File: src/rtl/id_stage_ctrl_pkg.sv
// -----------------------------------------------------------------------------
// id_stage_ctrl_pkg
// Shared RV32I ISA definitions for the decode stage:
//   - XLEN and the base opcode constants
//   - instruction field bit positions (rd, rs1, rs2)
//   - immediate-format classification used by imm_gen and the decode logic
// -----------------------------------------------------------------------------
package id_stage_ctrl_pkg;

    localparam int XLEN     = 32;
    localparam int OPCODE_W = 7;
    localparam int REG_W    = 5;

    // Register field positions inside the instruction word
    localparam int RD_LSB  = 7;
    localparam int RS1_LSB = 15;
    localparam int RS2_LSB = 20;

    typedef logic [OPCODE_W-1:0] opcode_t;

    localparam opcode_t OP_U_LUI    = 7'b0110111;
    localparam opcode_t OP_U_AUIPC  = 7'b0010111;
    localparam opcode_t OP_J_JAL    = 7'b1101111;
    localparam opcode_t OP_J_JALR   = 7'b1100111;
    localparam opcode_t OP_B_TYPE   = 7'b1100011;
    localparam opcode_t OP_IMM_LOAD = 7'b0000011;
    localparam opcode_t OP_S_TYPE   = 7'b0100011;
    localparam opcode_t OP_IMM      = 7'b0010011;
    localparam opcode_t OP_R_TYPE   = 7'b0110011;

    typedef enum logic [2:0] {
        FMT_NONE,
        FMT_I,
        FMT_S,
        FMT_B,
        FMT_U,
        FMT_J
    } imm_fmt_e;

    // Immediate format carried by an opcode; R-type and unknown opcodes have none
    function automatic imm_fmt_e imm_format(input opcode_t op);
        case (op)
            OP_IMM, OP_IMM_LOAD, OP_J_JALR: return FMT_I;
            OP_S_TYPE:                      return FMT_S;
            OP_B_TYPE:                      return FMT_B;
            OP_U_LUI, OP_U_AUIPC:           return FMT_U;
            OP_J_JAL:                       return FMT_J;
            default:                        return FMT_NONE;
        endcase
    endfunction

    // Every supported opcode already ends in 2'b11, so the full 7-bit match
    // also rejects compressed/reserved encodings
    function automatic logic is_supported(input opcode_t op);
        return (imm_format(op) != FMT_NONE) || (op == OP_R_TYPE);
    endfunction

endpackage

File: src/rtl/id_stage_ctrl_imm_gen.sv
// -----------------------------------------------------------------------------
// imm_gen
// Combinational RV32I immediate generator. All formats sign-extend from
// instr[31]; opcodes without an immediate (or unsupported ones) give zero.
// Ports:
//   instr  in  XLEN  instruction word
//   imm    out XLEN  sign-extended immediate
// -----------------------------------------------------------------------------
module imm_gen
    import id_stage_ctrl_pkg::*;
(
    input  logic [XLEN-1:0] instr,
    output logic [XLEN-1:0] imm
);

    always_comb begin
        imm = '0;
        case (imm_format(instr[OPCODE_W-1:0]))
            FMT_I:   imm = {{20{instr[31]}}, instr[31:20]};
            FMT_S:   imm = {{20{instr[31]}}, instr[31:25], instr[11:7]};
            FMT_B:   imm = {{19{instr[31]}}, instr[31], instr[7], instr[30:25],
                            instr[11:8], 1'b0};
            FMT_U:   imm = {instr[31:12], 12'b0};
            FMT_J:   imm = {{11{instr[31]}}, instr[31], instr[19:12], instr[20],
                            instr[30:21], 1'b0};
            default: imm = '0;
        endcase
    end

endmodule

File: src/rtl/id_stage_ctrl.sv
// -----------------------------------------------------------------------------
// id_stage_ctrl
// RV32I decode-stage controller: holds the ID->EX pipeline register behind a
// valid/ready handshake, registers the immediate and register fields, enforces
// the one-bubble load-use interlock, honours flush, and counts bubble cycles.
// Ports:
//   clk, rst_n                   clock, async active-low reset
//   flush                        kill held and incoming instruction
//   in_valid/in_ready            fetch-side handshake
//   in_instr, in_pc              incoming instruction and PC
//   out_valid/out_ready          execute-side handshake
//   out_instr, out_pc, out_imm   registered instruction, PC, immediate
//   out_rs1, out_rs2, out_rd     registered register fields
//   out_illegal                  registered unsupported-opcode flag
//   stall_count                  saturating load-use bubble counter
// -----------------------------------------------------------------------------
module id_stage_ctrl
    import id_stage_ctrl_pkg::*;
#(
    parameter int XLEN  = id_stage_ctrl_pkg::XLEN,
    parameter int CNT_W = 16
) (
    input  logic             clk,
    input  logic             rst_n,
    input  logic             flush,
    input  logic             in_valid,
    output logic             in_ready,
    input  logic [XLEN-1:0]  in_instr,
    input  logic [XLEN-1:0]  in_pc,
    output logic             out_valid,
    input  logic             out_ready,
    output logic [XLEN-1:0]  out_instr,
    output logic [XLEN-1:0]  out_pc,
    output logic [XLEN-1:0]  out_imm,
    output logic [REG_W-1:0] out_rs1,
    output logic [REG_W-1:0] out_rs2,
    output logic [REG_W-1:0] out_rd,
    output logic             out_illegal,
    output logic [CNT_W-1:0] stall_count
);

    opcode_t          in_op;
    opcode_t          held_op;
    logic [REG_W-1:0] in_rs1;
    logic [REG_W-1:0] in_rs2;
    logic [REG_W-1:0] in_rd;
    logic [XLEN-1:0]  imm_next;
    logic             in_illegal;
    logic             uses_rs1;
    logic             uses_rs2;
    logic             hazard;
    logic             capture;
    logic             bubble;

    imm_gen u_imm_gen (
        .instr (in_instr),
        .imm   (imm_next)
    );

    assign in_op      = in_instr[OPCODE_W-1:0];
    assign held_op    = out_instr[OPCODE_W-1:0];
    assign in_rs1     = in_instr[RS1_LSB +: REG_W];
    assign in_rs2     = in_instr[RS2_LSB +: REG_W];
    assign in_rd      = in_instr[RD_LSB +: REG_W];
    assign in_illegal = !is_supported(in_op) || (in_instr[1:0] != 2'b11);

    always_comb begin
        uses_rs1 = is_supported(in_op) &&
                   !(in_op inside {OP_U_LUI, OP_U_AUIPC, OP_J_JAL});
        uses_rs2 = in_op inside {OP_B_TYPE, OP_S_TYPE, OP_R_TYPE};
    end

    // A held load whose result the incoming instruction reads; x0 never hazards
    assign hazard = out_valid && (held_op == OP_IMM_LOAD) && (out_rd != '0) &&
                    in_valid &&
                    ((uses_rs1 && (in_rs1 == out_rd)) ||
                     (uses_rs2 && (in_rs2 == out_rd)));

    assign in_ready = !flush && !hazard && (!out_valid || out_ready);
    assign capture  = in_valid && in_ready;
    // Load leaves while its dependent is refused: exactly one empty slot
    assign bubble   = !flush && hazard && out_ready;

    // Flush beats capture; a refused dependent under out_ready drains the load
    always_ff @(posedge clk or negedge rst_n) begin
        if (!rst_n) begin
            out_valid   <= 1'b0;
            out_instr   <= '0;
            out_pc      <= '0;
            out_imm     <= '0;
            out_rs1     <= '0;
            out_rs2     <= '0;
            out_rd      <= '0;
            out_illegal <= 1'b0;
        end else if (flush) begin
            out_valid <= 1'b0;
        end else if (capture) begin
            out_valid   <= 1'b1;
            out_instr   <= in_instr;
            out_pc      <= in_pc;
            out_imm     <= imm_next;
            out_rs1     <= in_rs1;
            out_rs2     <= in_rs2;
            out_rd      <= in_rd;
            out_illegal <= in_illegal;
        end else if (out_ready) begin
            out_valid <= 1'b0;
        end
    end

    always_ff @(posedge clk or negedge rst_n) begin
        if (!rst_n) begin
            stall_count <= '0;
        end else if (bubble && (stall_count != {CNT_W{1'b1}})) begin
            stall_count <= stall_count + 1'b1;
        end
    end

endmodule

File: config.mk
export PLATFORM = sky130hd
export DESIGN_NAME = id_stage_ctrl
export DESIGN_NICKNAME = d
export VERILOG_FILES = /design/src/rtl/id_stage_ctrl_pkg.sv /design/src/rtl/id_stage_ctrl_imm_gen.sv /design/src/rtl/id_stage_ctrl.sv
export SDC_FILE = /design/constraint.sdc
export NUM_CORES = 1
export LEC_CHECK = 0
export ABC_AREA = 1
export BUFFER_PORTS_ARGS = -buffer_cell sky130_fd_sc_hd__buf_2
export CORE_MARGIN = 3
export CORE_UTILIZATION = 50
export CTS_BUF_LIST = sky130_fd_sc_hd__clkbuf_4 sky130_fd_sc_hd__clkbuf_8
export DETAILED_ROUTE_END_ITERATION = 10
export GPL_TIMING_DRIVEN = 0
export PLACE_DENSITY = 0.8
export SKIP_LAST_GASP = 1
export SYNTH_ARGS = -nofsm -noshare
export SYNTH_HDL_FRONTEND = slang
export SYNTH_SLANG_ARGS = --single-unit
File: constraint.sdc
create_clock -name clk -period 3.5 [get_ports clk]
set_input_delay 0.175 -clock clk [delete_from_list [all_inputs] [get_ports clk]]
set_output_delay 0.175 -clock clk [all_outputs]
set_load 0.05 [all_outputs]
==> metrics.md, run 1 <==
| Metric | Value |
|---|---|
| Final RePlAce weighted congestion | `0.854` |
| Post-synth top area share | `0.512` |
| Unrepaired setup endpoints after global routing | `no` |
| Aggregate global routing overflow | `0` |
| Post-route cell area | `7500 sq um` |
| Number of instances resized during post-cts repair | `0` |
| Hold slack final | `0.0197 ns` |
| Count of mapped cells out of synthesis | `662` |
| Area added between synthesis and finish | `34.8%` |
| Buffers inserted by post-CTS timing repair | `0` |
| Clock transition at the register clock pins on the worst setup and hold paths after CTS | `0.07 ns` |
| Number of rows created at floorplan | `37` |
| Finished Core Util | `0.711` |
| Post-synthesis sequential area ratio | `0.512` |
| Max Cap Violations | `0` |
| Pins over their slew limit | `0` |
| Number of global-route vias before repair | `5232` |
| Number of storage elements in the synthesis netlist | `114` |
| Initial antenna violation count | `0` |
| Crit path DAT | `2.35 ns` |
| Level count of the clock H-tree | `4` |
| Antenna-violating nets left | `0` |
| Total negative setup slack | `0 ns` |
| Half-perimeter wire length of the detailed placement result | `11400 um` |
| Average cell area after synthesis | `8.41 sq um` |
| Run status | `finished clean` |
| Commonest cells after routing, fill and taps aside | `201 x sky130_fd_sc_hd__buf_2, 146 x sky130_fd_sc_hd__nand2_1, 114 x sky130_fd_sc_hd__dfrtp_1` |
| Ratio of cells with drive above 1 in the final layout | `0.313` |
| Clock network latency to the later pin of the worst-skew pair | `0.42 ns` |
| Buffer type at the clock tree root | `sky130_fd_sc_hd__clkbuf_8` |
| Final period demand of the worst path | `2.53 ns` |
| Maximum clock insertion buffer count | `2` |
| Chip Width | `112 um` |
| DRC | `0` |
| Total routed wirelength | `15600 um` |
| Cell count after placement | `997` |
| Post-DR wirelength/cell | `14.7 um` |
| Distinct cells, synth | `35` |
| Number of endpoints failing setup at the final stage | `0` |
| Number of iterations in the first detailed-routing pass | `7` |
| Syn Std Cell Area | `5570 sq um` |
| Clock skew after layout | `0.00882 ns` |
| Final instance count without filler cells | `1064` |
| P per Cell Area | `518 nW/um^2` |
| Data required time of the worst path | `3.32 ns` |
| Buffers added on ports | `198` |
| Startpoint type of the worst setup path | `primary input` |
| Final hold vios | `0` |
| Starting density of the core | `0.528` |
| TritonCTS clock tree | `built` |
| Register area | `2850 sq um` |
| Worst slew margin | `0.652` |
| Filler Cells Inserted | `851` |
| Ys Warns | `0` |
| Largest fanout on the critical path | `10` |
| Sort of element at the end of the critical path | `primary output` |
| Most frequent standard cell in the layout excluding fill and tap cells | `sky130_fd_sc_hd__buf_2` |
| Max VDD drop | `0.370 mV` |
| Area of the core region | `10600 sq um` |
| Number of DRC markers in iteration 0 | `293` |
| Top post-synthesis cells by area | `sky130_fd_sc_hd__dfrtp_1 51%, sky130_fd_sc_hd__nand2_1 9.8%, sky130_fd_sc_hd__o21ai_1 6.7%, sky130_fd_sc_hd__inv_1 6.7%, sky130_fd_sc_hd__o21ai_0 2.9%` |
| Number of clock sinks | `114` |
| Detailed-route vias per instance | `5.00` |
| Area after detailed placement | `6760 sq um` |
| Setup Crit Path Kind | `in2out` |
| Highest achievable clock rate | `396 MHz` |
| Area of the die | `12400 sq um` |
| Final critical-path share of the clock period | `0.722` |
| Height of the die | `112 um` |
| Slew of the pin with the lowest slew margin | `0.517 ns` |
| Largest net degree at the start of global routing | `70` |
| Leakage dissipation | `4.13 nW` |
| Aggregate global-route resource usage | `0.256` |
| Number of CTS-inserted buffers | `17` |
| DR vias | `5321` |
| Area used by multi-input combinational logic | `2010 sq um` |
| Wire length of the first global-routing pass | `25900 um` |
| Worst min-delay path category | `in2reg` |
| Boundary Pins | `199` |
| Most area-hungry cell type in the Yosys netlist | `sky130_fd_sc_hd__dfrtp_1` |
| Number of nets in the layout | `984` |
| Post-Synthesis Net Count | `732` |
[flip-flops by register name, indices dropped and copies added, names as in the netlist]
name and cells:
out_instr 32, out_imm 32, out_valid 1, out_illegal 1
out_pc 32, stall_count 16
[stage by stage]
| step | worst slack (ns) | total power, W |
|---|---|---|
| after CTS | 0.972 | 0.00391 |
| after detailed placement | 1.28 | 0.00266 |
| after global routing | 0.765 | 0.00406 |
| after floorplan | 1.27 | 0.00235 |
| after global placement | 0.893 | 0.00264 |
| final | 0.973 | 0.00389 |
[cells in the mapped netlist, drive strengths merged]
master / instances
nand2: 155
dfrtp: 114
o21ai: 112
inv: 99
nor2: 38
buf: 37
nand3: 28
a21oi: 16
o21bai: 13
nand4: 9
nor3: 8
a31oi: 6
xor2: 6
xnor2: 5
a22oi: 4
clkbuf: 3
nor4: 2
and3: 1
clkinv: 1
ha: 1
nand3b: 1
nor3b: 1
o22ai: 1
or2: 1
[cell type report]
cell class | instances | share of cell area
clock buffers | 22 | 0.0387
inverters | 100 | 0.0500
plain buffers | 40 | 0.0437
diodes | 1 | 0.000333
multi-input cells | 408 | 0.268
flip-flops and latches | 114 | 0.380
repair buffers | 233 | 0.182
well taps | 136 | 0.0227
clock inverters | 10 | 0.0143
[path summary, 6_finish.rpt]
kind                            slack (ns)                  startpoint                           to  depth (start not counted)
worst max register to register        1.28  stall_count[0]$_DFFE_PN0P_  stall_count[11]$_DFFE_PN0P_                         10
min in group asynchronous             0.24                       rst_n        out_pc[1]$_DFFE_PN0P_                          2
worst min register to register        0.48       out_pc[0]$_DFFE_PN0P_        out_pc[0]$_DFFE_PN0P_                          2
max in group asynchronous             2.58                       rst_n     out_instr[6]$_DFFE_PN0P_                          3
worst min-delay path                  0.02                    in_pc[8]        out_pc[8]$_DFFE_PN0P_                          3
worst max-delay path                  0.97                 in_instr[1]                     in_ready                         14
[timing repair]
item / CTS / global route
setup endpoints to repair: 0 / 0
hold buffers: 34 / 0
hold endpoints to repair: 78 / 0
[logic make-up after synthesis]
| logic type | after synthesis | share of synthesized area |
|---|---|---|
| buf+inv | 140 | 0.126 |
| flops | 114 | 0.512 |
| xor+xnor | 11 | 0.0173 |
| simple gates | 244 | 0.193 |
| fa+ha+maj | 1 | 0.00225 |
| compound gates | 152 | 0.149 |
[report_power, final]
part | switching [W] | internal (W)
Sequential | 0.0000926 | 0.00144
Combinational | 0.000835 | 0.000299
Clock | 0.000521 | 0.000698
[critical path: stages]
cell and delay (ns):
sky130_fd_sc_hd__dlygate4sd3_1 0.54, sky130_fd_sc_hd__buf_2 0.13, sky130_fd_sc_hd__nand2_1 0.17, sky130_fd_sc_hd__nor2_1 0.11, sky130_fd_sc_hd__nand2_2 0.18, sky130_fd_sc_hd__nand2_1 0.09, sky130_fd_sc_hd__nor2_2 0.12, sky130_fd_sc_hd__nand2_2 0.10
sky130_fd_sc_hd__nand3_2 0.08, sky130_fd_sc_hd__nand2_2 0.08, sky130_fd_sc_hd__nand2_2 0.10, sky130_fd_sc_hd__inv_1 0.07, sky130_fd_sc_hd__nor2_1 0.13, sky130_fd_sc_hd__buf_2 0.28
[routing by layer]
| layer | global-route usage | share of wire | vias up |
|---|---|---|---|
| li1 | - | - | 2611 |
| met1 | 0.325 | 0.42 | 2490 |
| met2 | 0.428 | 0.49 | 189 |
| met3 | 0.0614 | 0.068 | 31 |
| met4 | 0.0981 | 0.024 | 0 |
| met5 | 0 | 0 | - |
(Power assumes the default switching activity.)
==> inputs of run 2 (changes only) <==
--- a/config.mk
+++ b/config.mk
@@ -8,11 +8,11 @@
 export ABC_AREA = 1
 export BUFFER_PORTS_ARGS = -buffer_cell sky130_fd_sc_hd__buf_2
 export CORE_MARGIN = 3
-export CORE_UTILIZATION = 50
+export CORE_UTILIZATION = 47
 export CTS_BUF_LIST = sky130_fd_sc_hd__clkbuf_4 sky130_fd_sc_hd__clkbuf_8
 export DETAILED_ROUTE_END_ITERATION = 10
 export GPL_TIMING_DRIVEN = 0
-export PLACE_DENSITY = 0.8
+export PLACE_DENSITY = 0.79
 export SKIP_LAST_GASP = 1
 export SYNTH_ARGS = -nofsm -noshare
 export SYNTH_HDL_FRONTEND = slang
==> constraint.sdc (replaced) <==
create_clock -name clk -period 2.05 [get_ports clk]
set_input_delay 0.1025 -clock clk [delete_from_list [all_inputs] [get_ports clk]]
set_output_delay 0.1025 -clock clk [all_outputs]
set_load 0.05 [all_outputs]
==> run 2 against run 1 <==
Against the previous run: die area rose by 6.0%; first-iteration DRC count up 38%; clock power rose by 68%; global-route usage grew 0.065 points; sequential share of layout area down 2.2 points; worst hold slack gained 0.021 ns; final cell count rose by 4.3%; wire length increased by 7.9%; utilization is 1.7 points lower; critical path depth decreased by 5; flip-flop and latch count did not move.
==> metrics.md, run 2 (synthesis gave the netlist of run 1 again) <==
| Metric | Value |
|---|---|
| Clock skew after layout | `0.00874 ns (-0.0000783 ns)` |
| Antenna-violating nets left | `0 (unchanged)` |
| Post-route cell area | `7990 sq um (+6.5%)` |
| Leakage dissipation | `4.34 nW (+5.0%)` |
| Ratio of cells with drive above 1 in the final layout | `0.335 (+0.0222)` |
| DRC | `0 (unchanged)` |
| Buffer type at the clock tree root | `sky130_fd_sc_hd__clkbuf_8` |
| Data required time of the worst path | `1.95 ns (-1.37 ns)` |
| Post-DR wirelength/cell | `15.2 um (+3.4%)` |
| Setup Crit Path Kind | `reg2out` |
| Aggregate global routing overflow | `0 (unchanged)` |
| Level count of the clock H-tree | `4 (unchanged)` |
| Unrepaired setup endpoints after global routing | `yes` |
| Total routed wirelength | `16900 um (+7.9%)` |
| TritonCTS clock tree | `built` |
| Starting density of the core | `0.483 (-0.0440)` |
| Run status | `finished clean` |
| Max VDD drop | `0.468 mV (+27%)` |
| Buffers added on ports | `198 (unchanged)` |
| Final period demand of the worst path | `1.98 ns` |
| Number of nets in the layout | `1024 (+4.1%)` |
| Maximum clock insertion buffer count | `2 (unchanged)` |
| Buffers and inverters on the worst path | `2 (-2)` |
| Startpoint type of the worst setup path | `flip-flop` |
| Aggregate global-route resource usage | `0.257 (+0.000651)` |
| Commonest cells after routing, fill and taps aside | `199 x sky130_fd_sc_hd__buf_2, 146 x sky130_fd_sc_hd__nand2_1, 105 x sky130_fd_sc_hd__dfrtp_1` |
| Final critical-path share of the clock period | `0.967` |
| Boundary Pins | `199 (unchanged)` |
| Area of the core region | `11500 sq um (+9.1%)` |
| Worst slew margin | `0.632 (-0.0202)` |
| P per Cell Area | `842 nW/um^2 (+62%)` |
| Largest fanout on the critical path | `4 (-6)` |
| Max Cap Violations | `0 (unchanged)` |
| Pins over their slew limit | `0 (unchanged)` |
| Registers with the highest flip-flop counts | `out_imm: 32 flops, out_instr: 32 flops, out_pc: 32 flops` |
| Worst path most repeated cell | `sky130_fd_sc_hd__nand2_4` |
| Master of the slowest instance on the critical path | `sky130_fd_sc_hd__dfrtp_2` |
| Finished Core Util | `0.694 (-0.0173)` |
| Family with the most delay on the worst path | `simple AND/OR/NAND/NOR gates` |
| Number of CTS-inserted buffers | `17 (unchanged)` |
| Area after detailed placement | `6780 sq um (+0.24%)` |
| Detailed-route vias per instance | `5.03 (+0.54%)` |
| Largest net degree at the start of global routing | `73 (+4.3%)` |
| Wire length of the first global-routing pass | `26600 um (+3.0%)` |
| Number of endpoints failing setup at the final stage | `0 (unchanged)` |
| Chip Width | `115 um (+3.0%)` |
| Final hold vios | `0 (unchanged)` |
| DR vias | `5581 (+4.9%)` |
| Clock network latency to the later pin of the worst-skew pair | `0.44 ns (+0.02 ns)` |
| Cell-by-cell trace of the critical path | `xnor2_2 -> nand3_1 -> nor2_2 -> nand3_2 -> nand2_4 -> nand2_4 -> inv_4 -> nor2_4 -> buf_8` |
| Final RePlAce weighted congestion | `0.827 (-3.2%)` |
| Highest achievable clock rate | `505 MHz` |
| Max incr delay on CP | `0.46 ns (-0.08 ns)` |
| Most frequent standard cell in the layout excluding fill and tap cells | `sky130_fd_sc_hd__buf_2` |
| Height of the die | `115 um (+3.0%)` |
| Number of DRC markers in iteration 0 | `404 (+38%)` |
| Crit path DAT | `1.88 ns (-0.47 ns)` |
| Area of the die | `13200 sq um (+6.0%)` |
| Number of rows created at floorplan | `39 (+5.4%)` |
| Number of global-route vias before repair | `5386 (+2.9%)` |
| Number of clock sinks | `114 (unchanged)` |
| Total negative setup slack | `0 ns (unchanged)` |
| Area added between synthesis and finish | `43.5%` |
| N_diodes | `0 (-1)` |
| Worst min-delay path category | `in2reg` |
| Initial antenna violation count | `1 (+1)` |
| Sort of element at the end of the critical path | `primary output` |
| Filler Cells Inserted | `931 (+9.4%)` |
| Half-perimeter wire length of the detailed placement result | `11500 um (+0.58%)` |
| Clock transition at the register clock pins on the worst setup and hold paths after CTS | `0.07 ns (about the same)` |
| Slew of the pin with the lowest slew margin | `0.547 ns (+0.0301 ns)` |
| Number of iterations in the first detailed-routing pass | `5 (-2)` |
-- run 2: final timing paths --
check / start / cells past startpoint / end / slack, ns
setup / recovery: out_instr[10]$_DFFE_PN0P_ / 9 / in_ready / 0.07
hold / removal: in_instr[20] / 3 / out_imm[0]$_DFFE_PN0P_ / 0.04
setup reg to reg: out_instr[10]$_DFFE_PN0P_ / 10 / stall_count[9]$_DFFE_PN0P_ / 0.10
hold reg to reg: out_imm[1]$_DFFE_PN0P_ / 2 / out_imm[1]$_DFFE_PN0P_ / 0.48
max in group asynchronous: rst_n / 3 / out_instr[11]$_DFFE_PN0P_ / 1.19
min in group asynchronous: rst_n / 2 / out_pc[0]$_DFFE_PN0P_ / 0.16
-- run 2: where the power goes --
part	total (W)	internal (W)	switching [W]	leakage, nW
Combinational	0.00205	0.000586	0.00147	2.74
Sequential	0.00262	0.00247	0.000153	1.41
Clock	0.00205	0.00114	0.000917	0.195
-- run 2: cell type report --
type | instances | area [sq um] | share of cell area
plain buffers | 40 | 330 | 0.0414
clock buffers | 21 | 270 | 0.0338
clock inverters | 11 | 113 | 0.0141
inverters | 100 | 378 | 0.0473
multi-input cells | 408 | 2100 | 0.263
flip-flops and latches | 114 | 2860 | 0.359
well taps | 143 | 179 | 0.0224
repair buffers | 273 | 1750 | 0.219
-- run 2: metal layers --
metal | global-route usage | up-vias | part of all wire
met5 | 0 | - | 0.00095
met4 | 0.0751 | 2 | 0.013
met3 | 0.0816 | 22 | 0.070
met2 | 0.433 | 215 | 0.50
met1 | 0.318 | 2655 | 0.41
li1 | - | 2687 | -
-- run 2: tightest hold or removal path: stages --
cell and delay (ns):
sky130_fd_sc_hd__buf_2 0.14, sky130_fd_sc_hd__a21oi_1 0.08, sky130_fd_sc_hd__o21ai_1 0.12
-- run 2: what timing repair did --
item,4_1_cts,5_1_grt
hold buffers,65,0
endpoints found under the setup margin,5,86
hold endpoints to repair,165,0
pin swaps,1,6
resized for setup,10,20
buffers inserted,1,8
-- run 2: per-stage QoR --
step / hold slack [ns] / std cells / total power (W) / worst slack (ns)
finish: 0.0404 / 1110 / 0.00673 / 0.0680
global route: 0.0422 / 1110 / 0.00702 / -0.0329
CTS: 0.0156 / 1102 / 0.00670 / -0.0458
detailed placement: 0.0486 / 1004 / 0.00455 / -0.0373
global placement: 0.316 / 1003 / 0.00451 / -0.697
floorplan: -0.193 / 662 / 0.00401 / 0.00484
